`src/rtl/shift_pkg.sv`:
```
// Shared op codes and FSM state type for the sequential shift engine.
package shift_pkg;

  localparam logic [1:0] OP_SLL = 2'b00;
  localparam logic [1:0] OP_SRL = 2'b01;
  localparam logic [1:0] OP_ROL = 2'b10;
  localparam logic [1:0] OP_ROR = 2'b11;

  typedef enum logic [1:0] {
    ST_IDLE = 2'd0,
    ST_RUN  = 2'd1,
    ST_DONE = 2'd2
  } state_t;

endpackage

```
`src/rtl/shift1_unit.sv`:
```
// Combinational single-position shift/rotate, selected by op.
module shift1_unit
  import shift_pkg::*;
#(
  parameter int WIDTH = 16
) (
  input  logic [WIDTH-1:0] a,
  input  logic [1:0]       op,
  output logic [WIDTH-1:0] y
);

  always_comb begin
    y = a;
    case (op)
      OP_SLL:  y = {a[WIDTH-2:0], 1'b0};
      OP_SRL:  y = {1'b0, a[WIDTH-1:1]};
      OP_ROL:  y = {a[WIDTH-2:0], a[WIDTH-1]};
      OP_ROR:  y = {a[0], a[WIDTH-1:1]};
      default: y = a;
    endcase
  end

endmodule

```
`src/rtl/shift_engine_seq.sv`:
```
// Multi-cycle shift/rotate engine: one bit position per clock behind
// valid/ready request and result ports.
module shift_engine_seq
  import shift_pkg::*;
#(
  parameter int WIDTH = 16,
  parameter int SHW   = 4
) (
  input  logic             clk,
  input  logic             reset,
  input  logic             in_valid,
  output logic             in_ready,
  input  logic [WIDTH-1:0] i,
  input  logic [SHW-1:0]   shift,
  input  logic [1:0]       op,
  output logic             out_valid,
  input  logic             out_ready,
  output logic [WIDTH-1:0] o,
  output logic             busy
);

  state_t           state_q, state_d;
  logic [WIDTH-1:0] acc_q;
  logic [WIDTH-1:0] step;
  logic [SHW-1:0]   count_q;
  logic [1:0]       op_q;
  logic             accept;

  shift1_unit #(.WIDTH(WIDTH)) u_shift1 (
    .a  (acc_q),
    .op (op_q),
    .y  (step)
  );

  assign accept = in_valid && in_ready;
  assign o      = acc_q;

  always_ff @(posedge clk or posedge reset) begin
    if (reset) state_q <= ST_IDLE;
    else       state_q <= state_d;
  end

  always_comb begin
    state_d   = state_q;
    in_ready  = 1'b0;
    out_valid = 1'b0;
    busy      = 1'b0;
    case (state_q)
      ST_IDLE: begin
        in_ready = 1'b1;
        if (in_valid) state_d = (shift == '0) ? ST_DONE : ST_RUN;
      end
      ST_RUN: begin
        busy = 1'b1;
        if (count_q == SHW'(1)) state_d = ST_DONE;
      end
      ST_DONE: begin
        busy      = 1'b1;
        out_valid = 1'b1;
        if (out_ready) state_d = ST_IDLE;
      end
      default: state_d = ST_IDLE;
    endcase
  end

  // count parks at 1 on the final RUN edge rather than reaching zero
  always_ff @(posedge clk or posedge reset) begin
    if (reset) begin
      acc_q   <= '0;
      count_q <= '0;
      op_q    <= OP_SLL;
    end else if (accept) begin
      acc_q   <= i;
      count_q <= shift;
      op_q    <= op;
    end else if (state_q == ST_RUN) begin
      acc_q <= step;
      if (count_q != SHW'(1)) count_q <= count_q - SHW'(1);
    end
  end

endmodule

```
`config.mk`:
```
export PLATFORM = sky130hd
export DESIGN_NAME = shift_engine_seq
export DESIGN_NICKNAME = d
export VERILOG_FILES = /design/src/rtl/shift_pkg.sv /design/src/rtl/shift1_unit.sv /design/src/rtl/shift_engine_seq.sv
export SDC_FILE = /design/constraint.sdc
export NUM_CORES = 1
export LEC_CHECK = 0
export CAP_MARGIN = 5
export CORE_ASPECT_RATIO = 1.1
export CORE_MARGIN = 2
export CORE_UTILIZATION = 30
export DETAILED_ROUTE_END_ITERATION = 12
export GPL_TIMING_DRIVEN = 1
export PLACE_DENSITY_LB_ADDON = 0.3
export SYNTH_ARGS = -nofsm -noshare
export SYNTH_HDL_FRONTEND = slang
export SYNTH_SLANG_ARGS = --single-unit
```
`constraint.sdc`:
```
create_clock -name clk -period 3.5 [get_ports clk]
set_input_delay 0.7 -clock clk [delete_from_list [all_inputs] [get_ports clk]]
set_output_delay 0.7 -clock clk [all_outputs]
set_load 0.05 [all_outputs]
```
==> results by group <==
Global route
  • Largest net degree at the start of global routing: 41
  • GRT Overall Usage: 12.6%
  • Met1 usage: 16.4%
  • Met3 GRT Util: 3.70%
  • Number of global-route vias before repair: 1194
  • GR peak layer: met2
  • Met2 Usage GRT: 20.4%
  • Remaining global-route overflow: 0
  • Global-route wire length before repair: 5570 um
  • Initial antenna violation count: 0

Clock tree
  • Worst-case clock buffer depth: 2
  • Postcts setup bufs: 0
  • CTS sink count: 24
  • Total CTS buffers: 3
  • Clock latency on the worst-skew pair: 0.26 ns
  • CTS Hold Bufs: 0
  • Clock transition at the registers of the reported paths: 0.08 ns
  • CTS-repair resized insts: 0
  • CTS Root Cell: clkbuf_8
  • CTS tree: yes
  • H-tree depth: 1

Synthesis
  • Cell variety after synth: 30
  • Synth area leaders: dfrtp_1, mux2i_1, a21o_1
  • Top_reg_cell synth: dfrtp_1
  • Synth Cell Area: 0.00143 sq mm
  • Post-Synthesis Cells: 148
  • Mean post-synth cell area: 9.67 sq um
  • Post-Syn Nets: 179
  • Register bit total from synthesis: 24
  • Top-area cell type share of the netlist area: 42.0%
  • Most common cell in the synthesized netlist: dfrtp_1
  • Post-synth top area cell: dfrtp_1
  • Synth cell count leaders: dfrtp_1, nor2_1, mux2i_1
  • Yosys warning total: 0
  • EDFF count, synth: 0
  • Ys async rst share: 100%
  • Post-synthesis sequential area ratio: 42.0%

Route
  • Drt drc: 0
  • DRT Pass-1 Iters: 4
  • Via-to-Cell Ratio: 4.96
  • DR iter-0 viols: 44
  • Post-DR wirelength/cell: 13.3 um
  • Drt total wl: 3220 um
  • Vias after detailed routing: 1206
  • Antenna Nets Post-Route: 0

Die
  • Starting Density: 31.0%
  • Core outline area: 0.00462 sq mm
  • Floorplan die height: 76.4 um
  • Row cnt: 26
  • # IOs: 45
  • Die X: 69.9 um
  • Die area: 0.00534 sq mm

Finish
  • Fraction of layout cells with a size suffix above 1: 5.88%
  • Final Instance Count excl. Fillers: 243
  • Nets: 220
  • Fill count: 467
  • Register Area: 601 sq um
  • Multi-input logic area: 757 sq um
  • Area grow syn2layout: 36.0%
  • Diode count: 0

Timing
  • Hold Violations, Final: 0
  • Final setup fails: 0
  • Worst-Margin Slew: 0.933 ns
  • Max Clk Rate: 396 MHz
  • Max-slew violation count: 0
  • Setup TNS: 0 ns
  • Final worst-path cycle share: 72.1%
  • Period minus WS final: 2.52 ns
  • Slew headroom: 37.7%
  • Clock skew: 0.00489 ns
  • RSZ-0062 raised after global routing: no
  • Final WS setup: 0.978 ns

Setup path
  • Setup crit start kind: flop
  • Arr. time, crit path: 1.82 ns
  • Critical path peak fanout: 6
  • Critical path class: flop to output port
  • CP required: 2.80 ns
  • Critical Path Sink Type: output port

Pwr
  • Worst vdd rail ir drop: 522 uV
  • Leakage: 0.873 nW
  • PwrDens: 1130 mW/mm^2

Place
  • DP HPWL: 2230 um
  • Place WS: 1.25 ns
  • RD Place Congestion: 0.752
  • IO buf count: 44
  • Placed cells: 240

Outcome
  • Status: finished clean

Min path
  • Hold Path Class: flop to flop

Job
  • Max-cap violations: 0
-- cell type report --
class | instances | share of cell area (%)
Inverter | 6 | 1.16
Sequential cell | 24 | 30.8
Clock buffer | 3 | 2.12
Tap cell | 56 | 3.60
Multi-Input combinational cell | 108 | 38.9
Timing Repair Buffer | 46 | 23.4
-- cells by family after synthesis --
group / after synthesis / synth area share [%]
compound gates: 41 / 22.9
fa+ha+maj: 5 / 4.37
buf+inv: 16 / 5.16
flops: 24 / 42.0
mux: 16 / 11.2
simple gates: 46 / 14.4
-- worst paths after layout --
kind | start | endpoint | slack (ns) | depth (start not counted)
max in group asynchronous | reset | op_q[0] | 1.99 | 2
worst max register to register | state_q[1] | count_q[3] | 1.71 | 6
worst max-delay path | state_q[1] | in_ready | 0.98 | 3
worst min-delay path | op_q[1] | op_q[1] | 0.53 | 2
min in group asynchronous | reset | o[10] | 0.94 | 2
worst min register to register | op_q[1] | op_q[1] | 0.53 | 2
-- state kept, by name, indices dropped and copies added (netlist names) --
register	count
count_q	4
state_q	2
op_q	2
o	16
-- through the flow --
stage          util [%]  cell area (sq um)  power [mW]  hold slack [ns]
6_report           42.1               1950        2.20            0.526
5_1_grt            42.1               1950        2.37            0.564
4_1_cts            42.1               1950        2.22            0.532
3_5_place_dp       41.3               1910        2.05            0.506
3_3_place_gp       41.3               1910        2.04            0.498
2_1_floorplan         -               1430        1.67            0.467
-- worst max-delay path, stage by stage, from the launching register on --
cell and delay [ns]:
dfrtp_1 0.41, inv_1 0.09, ha_1 0.23, clkdlybuf4s50_1 0.83
-- cell usage in the layout (no fill, tap or decap), types with 2 or more instances in the layout --
master,synthesis,final
nor2b_1,2,2
clkbuf_8,0,3
buf_4,2,2
clkdlybuf4s50_1,0,44
nor2_1,20,20
dfrtp_1,24,24
a211o_2,2,2
a21o_1,15,15
nand3_1,2,2
nand2_1,14,14
mux2i_1,16,16
nand2b_1,2,2
ha_1,5,5
a211oi_1,14,14
inv_1,6,6
a21oi_1,2,2
-- power breakdown --
part	leakage (nW)	internal (mW)	total [mW]	switching, mW
registers	0.283	0.425	0.609	0.183
logic	0.569	0.588	1.42	0.836
clock network	0.0216	0.0770	0.164	0.0866
total	0.873	1.09	2.20	1.11
-- layer usage --
layer  vias up  part of all wire (%)
li1        603                     -
met1       568                    47
met2        31                    46
met3         4                   6.4
met4         0                  0.96
met5         -                     0
Power figures use the tool's default switching activity.
==> RTL change 1 (same flow settings) <==
`WIDTH` is set to 16 in 2 places; all go to 12.
--- a/src/rtl/shift1_unit.sv
+++ b/src/rtl/shift1_unit.sv
@@ -4,3 +4,3 @@
 #(
-  parameter int WIDTH = 16
+  parameter int WIDTH = 12
 ) (
--- a/src/rtl/shift_engine_seq.sv
+++ b/src/rtl/shift_engine_seq.sv
@@ -5,3 +5,3 @@
 #(
-  parameter int WIDTH = 16,
+  parameter int WIDTH = 12,
   parameter int SHW   = 4
Interface: changed (resized i and o); port bits go from 45 to 37. No check against the original RTL was run, so the function may have changed too.
==> RTL change 1 against the original RTL <==
  * Sequential power decreased by 18%
  * Die area decreased by 15%
  * Sequential cell count decreased by 4
  * Core utilization increased by 0.80 points
  * Total power decreased by 13%
  * Synthesized cell count decreased by 15%
  * Area after synthesis decreased by 16%
  * Setup slack improved by 0.011 ns
  * Worst hold slack got worse by 0.0038 ns
  * Final area decreased by 14%
  * Routed wire length decreased by 17%
  * Critical endpoint unchanged
  * Largest power group unchanged
==> RTL change 1: results (changes against the original RTL) <==
Synthesis
  – Mapped Nets: 153 (was 179)
  – Top post-synthesis cells by area: dfrtp_1, mux2i_1, a21o_1 (unchanged)
  – Synth cell count leaders: dfrtp_1, nor2_1, nand2_1 (was dfrtp_1, nor2_1, mux2i_1)
  – Post-Synthesis Cells: 126 (was 148)
  – Sequential-to-total area share from yosys stat: 41.6% (was 42.0%)

Detailed routing
  – DR pass1 iterations: 4 (unchanged)
  – Final Routed Wirelength: 2680 um (was 3220 um)
  – Initial DRC Count: 25 (was 44)
  – DR vias/cell: 4.93 (was 4.96)
  – Routed length per instance: 12.7 um (was 13.3 um)

Placement
  – Routability cong.: 0.724 (was 0.752)
  – Setup WS pre-CTS: 1.08 ns (was 1.25 ns)
  – Buffers on Ports: 36 (was 44)
  – Dpl hpwl: 1990 um (was 2230 um)
  – Placed insts: 208 (was 240)
  – Dpl cell area: 1610 sq um (was 1910 sq um)

Global route
  – GRT Total Usage: 13.0% (was 12.6%)
  – Number of global-route vias before repair: 1111 (was 1194)
  – First-pass GRT wire length: 4750 um (was 5570 um)
  – Largest net degree at the start of global routing: 29 (was 41)

STA
  – Relative slew slack: 37.1% (was 37.7%)
  – Clock skew: 0.00740 ns (was 0.00489 ns)

Power and ir drop
  – P_leak: 0.749 nW (was 0.873 nW)
  – VDD IR max: 672 uV (was 522 uV)

Finish
  – Layout cell share with drive strength beyond 1: 7.50% (was 5.88%)
  – Final net count: 188 (was 220)
  – Fill cells: 410 (was 467)
  – Final Util: 42.9% (was 42.1%)
  – Largest register FFs: 12 (was 16)

Clock network
  – Postcts setup bufs: 0 (unchanged)

Status
  – Status: completed (unchanged)
RTL change 1: final cells by class:
class                   instances  area share (%)
clock buffers                   3            2.46
clock inverters                 1            1.79
multi-input cells              92            38.3
repair buffers                 38            22.4
flip-flops and latches         20            29.9
well taps                      52            3.88
inverters                       6            1.34
RTL change 1: routing by layer:
metal  vias to the layer above  GRT usage [%]  routed length (um)
li1                        511              -                   -
met1                       508           15.8                1200
met2                        23           22.6                1360
met3                         4           2.42                  81
met4                         0           5.20                  38
met5                         -              0                   0
RTL change 1: logic make-up (layout without fill, tap and decap cells):
kind of cell    Yosys count  after routing  synth area share (%)
buf+inv                  14             48                  4.99
simple gates             42             42                  15.9
flops                    20             20                  41.6
mux                      12             12                  9.99
fa+ha+maj                 5              5                  5.20
compound gates           33             33                  22.3
RTL change 1: worst max-delay path, delay by kind of cell, from the launching register on:
kind	cells	cell delay, ns
buffers and inverters	2	0.93
flip-flops	1	0.38
adder cells (fa/ha/maj)	1	0.24
RTL change 1: worst paths after layout:
path                                        startpoint                endpoint  slack (ns)  depth (start not counted)
worst min register to register     op_q[1]$_DFFE_PP0P_     op_q[1]$_DFFE_PP0P_        0.52                          2
max in group asynchronous                        reset  count_q[2]$_DFFE_PP0P_        2.15                          2
worst min-delay path               op_q[1]$_DFFE_PP0P_     op_q[1]$_DFFE_PP0P_        0.52                          2
worst max-delay path            state_q[0]$_DFFE_PP0P_                in_ready        0.99                          3
min in group asynchronous                        reset     op_q[0]$_DFFE_PP0P_        0.87                          2
worst max register to register  state_q[0]$_DFFE_PP0P_        o[0]$_DFFE_PP0P_        1.55                          5
RTL change 1: report_power, final:
| group | total [mW] | internal, mW | switching [mW] |
|---|---|---|---|
| logic | 1.17 | 0.486 | 0.687 |
| registers | 0.501 | 0.354 | 0.147 |
| clock network | 0.232 | 0.153 | 0.0790 |
==> RTL change 2 (same flow settings) <==
Without the edit above. Re-encode `state_t` (3 states) as one-hot, 3 bits wide.
--- a/src/rtl/shift_pkg.sv
+++ b/src/rtl/shift_pkg.sv
@@ -8,6 +8,6 @@
 
-  typedef enum logic [1:0] {
-    ST_IDLE = 2'd0,
-    ST_RUN  = 2'd1,
-    ST_DONE = 2'd2
+  typedef enum logic [2:0] {
+    ST_IDLE = 3'b001,
+    ST_RUN  = 3'b010,
+    ST_DONE = 3'b100
   } state_t;
Behaviour: no difference found for any inputs over 10 cycles, from zero or initial values and one cycle with reset high; not proved beyond that.
==> RTL change 2 against the original RTL <==
  * First-iteration DRC count is 64% higher
  * Final area up 0.39%
  * Setup slack worse by 0.47 ns
  * Non-clock buffer count did not move
  * Sequential cell count increased by 1
  * Maximum frequency fell by 16%
  * Sequential share of layout area grew 1.2 points
  * Cell count decreased by 5.3%
  * Area after synthesis grew 2.8%
  * Total power fell by 9.2%
  * Core utilization is 0.43 points lower
  * Critical path type unchanged
  * Routed wire length grew 16%
==> RTL change 2: results (changes against the original RTL) <==
Status
  – Status: completed (unchanged)

Detailed routing
  – Final Routed Wirelength: 3740 um (was 3220 um)
  – DR pass1 iterations: 4 (unchanged)
  – Routed length per instance: 16.2 um (was 13.3 um)
  – Initial DRC Count: 72 (was 44)
  – Via count: 1249 (was 1206)

Clock network
  – Latest clock arrival within the worst-skew pair: ~0.27 ns
  – H-Tree Depth: 1 (unchanged)
  – TritonCTS buffer count: 3 (unchanged)
  – Post-CTS Resized: 0 (unchanged)
  – Postcts setup bufs: 0 (unchanged)
  – Deepest clock path buffer count: 2 (unchanged)
  – Clock transition at path regs: 0.09 ns
  – Root buf cell: clkbuf_8 (unchanged)

Power and ir drop
  – Sw power: 0.985 mW (was 1.11 mW)
  – Switching Fraction: 49.4% (was 50.3%)
  – Combinational share of power: 58.6% (was 64.8%)
  – P_leak: 0.798 nW (was 0.873 nW)
  – VDD IR max: 510 uV (was 522 uV)
  – Clock group share of total power: 8.9% (was 7.4%)

Placement
  – Placed insts: 226 (was 240)
  – Routability cong.: 0.753 (was 0.752)
  – Setup WS pre-CTS: 0.820 ns (was 1.25 ns)
  – Dpl hpwl: 2660 um (was 2230 um)
  – Buffers on Ports: 44 (unchanged)

Global route
  – First-pass GRT wire length: 6260 um (was 5570 um)
  – Largest net degree at the start of global routing: 26 (was 41)
  – GRT Total Usage: 14.0% (was 12.6%)
  – Initial antenna violation count: 0 (unchanged)

Finish
  – Fill cells: 464 (was 467)
  – Largest register FFs: 16 (unchanged)
  – Final net count: 203 (was 220)
  – Layout cell share with drive strength beyond 1: 8.62% (was 5.88%)
  – Antenna Cells: 0 (unchanged)

Synthesis
  – Post-synthesis async set-or-reset flop share: 100% (unchanged)
  – Syn avg cell area: 11.0 sq um (was 9.67 sq um)
  – Synth cell count leaders: dfrtp_1, nor2_1, a221o_1 (was dfrtp_1, nor2_1, mux2i_1)
  – Mapped Nets: 162 (was 179)
  – Main synth FF type: dfrtp_1 (unchanged)
  – Distinct cell type count after synthesis: 34 (was 30)
  – Sequential-to-total area share from yosys stat: 42.6% (was 42.0%)
  – Top post-synthesis cells by area: dfrtp_1, a221o_1, mux2i_1 (was dfrtp_1, mux2i_1, a21o_1)
  – Ys Warns: 0 (unchanged)
  – EDFF count, synth: 0 (unchanged)

Setup path
  – Critical path's slowest cell: clkdlybuf4s50_1 (unchanged)
  – Crit path DAT: 2.29 ns (was 1.82 ns)
  – CP max stage delay: 0.80 ns (was 0.83 ns)
  – Max FO, Critical Path: 10 (was 6)
  – Flop2flop setup slack: 1.73 ns (was 1.71 ns)
  – Family with the most delay on the worst path: buffers and inverters (unchanged)

STA
  – Fmax: 334 MHz (was 396 MHz)
  – Clock skew: 0.00445 ns (was 0.00489 ns)
  – Slew @ Worst Pin: 0.968 ns (was 0.933 ns)

Hold path
  – Hold crit path type: register to register (unchanged)
## RTL change 2: kinds of logic (layout without fill, tap and decap cells)
group	Yosys count	count (layout)	share of synthesized area, %
and+or+nand+nor	45	45	18.5
AOI/OAI and AO/OA	33	33	19.8
DFF	25	25	42.6
muxes	15	15	10.2
buffers and inverters	14	54	7.23
adders and majority gates	2	2	1.70
## RTL change 2: cell type report
class,count,area share (%)
Tap cell,56,3.59
Timing Repair Buffer,46,23.3
Clock buffer,3,2.11
Sequential cell,25,32.1
Clock inverter,1,0.384
Multi-Input combinational cell,95,37.8
Inverter,4,0.768
## RTL change 2: worst min-delay path: cells and delay by family (launching register included)
kind | cells | cell delay (ns)
flops | 1 | 0.39
simple gates | 2 | 0.12
## RTL change 2: final timing paths
kind / from / end / cells past startpoint
min in group asynchronous: reset / count_q[1]$_DFFE_PP0P_ / 2
max in group asynchronous: reset / o[15]$_DFFE_PP0P_ / 2
min: op_q[1]$_DFFE_PP0P_ / op_q[1]$_DFFE_PP0P_ / 2
min reg2reg: op_q[1]$_DFFE_PP0P_ / op_q[1]$_DFFE_PP0P_ / 2
max reg2reg: count_q[1]$_DFFE_PP0P_ / count_q[1]$_DFFE_PP0P_ / 5
max: state_q[0]$_DFFE_PP1P_ / in_ready / 3
## RTL change 2: metal layers
metal  global-route usage, %  vias up  part of all wire, %
met2                    22.9       49                   50
met1                    19.4      616                   43
met4                    2.83        0                 0.35
li1                        -      582                    -
met5                       0        -                    0
met3                    2.34        2                  6.6
## RTL change 2: metrics by stage
step	instance area (sq um)	hold slack, ns
2_1_floorplan	1470	0.479
3_3_place_gp	1910	0.502
5_1_grt	1950	0.570
4_1_cts	1950	0.544
6_report	1950	0.537
3_5_place_dp	1910	0.523
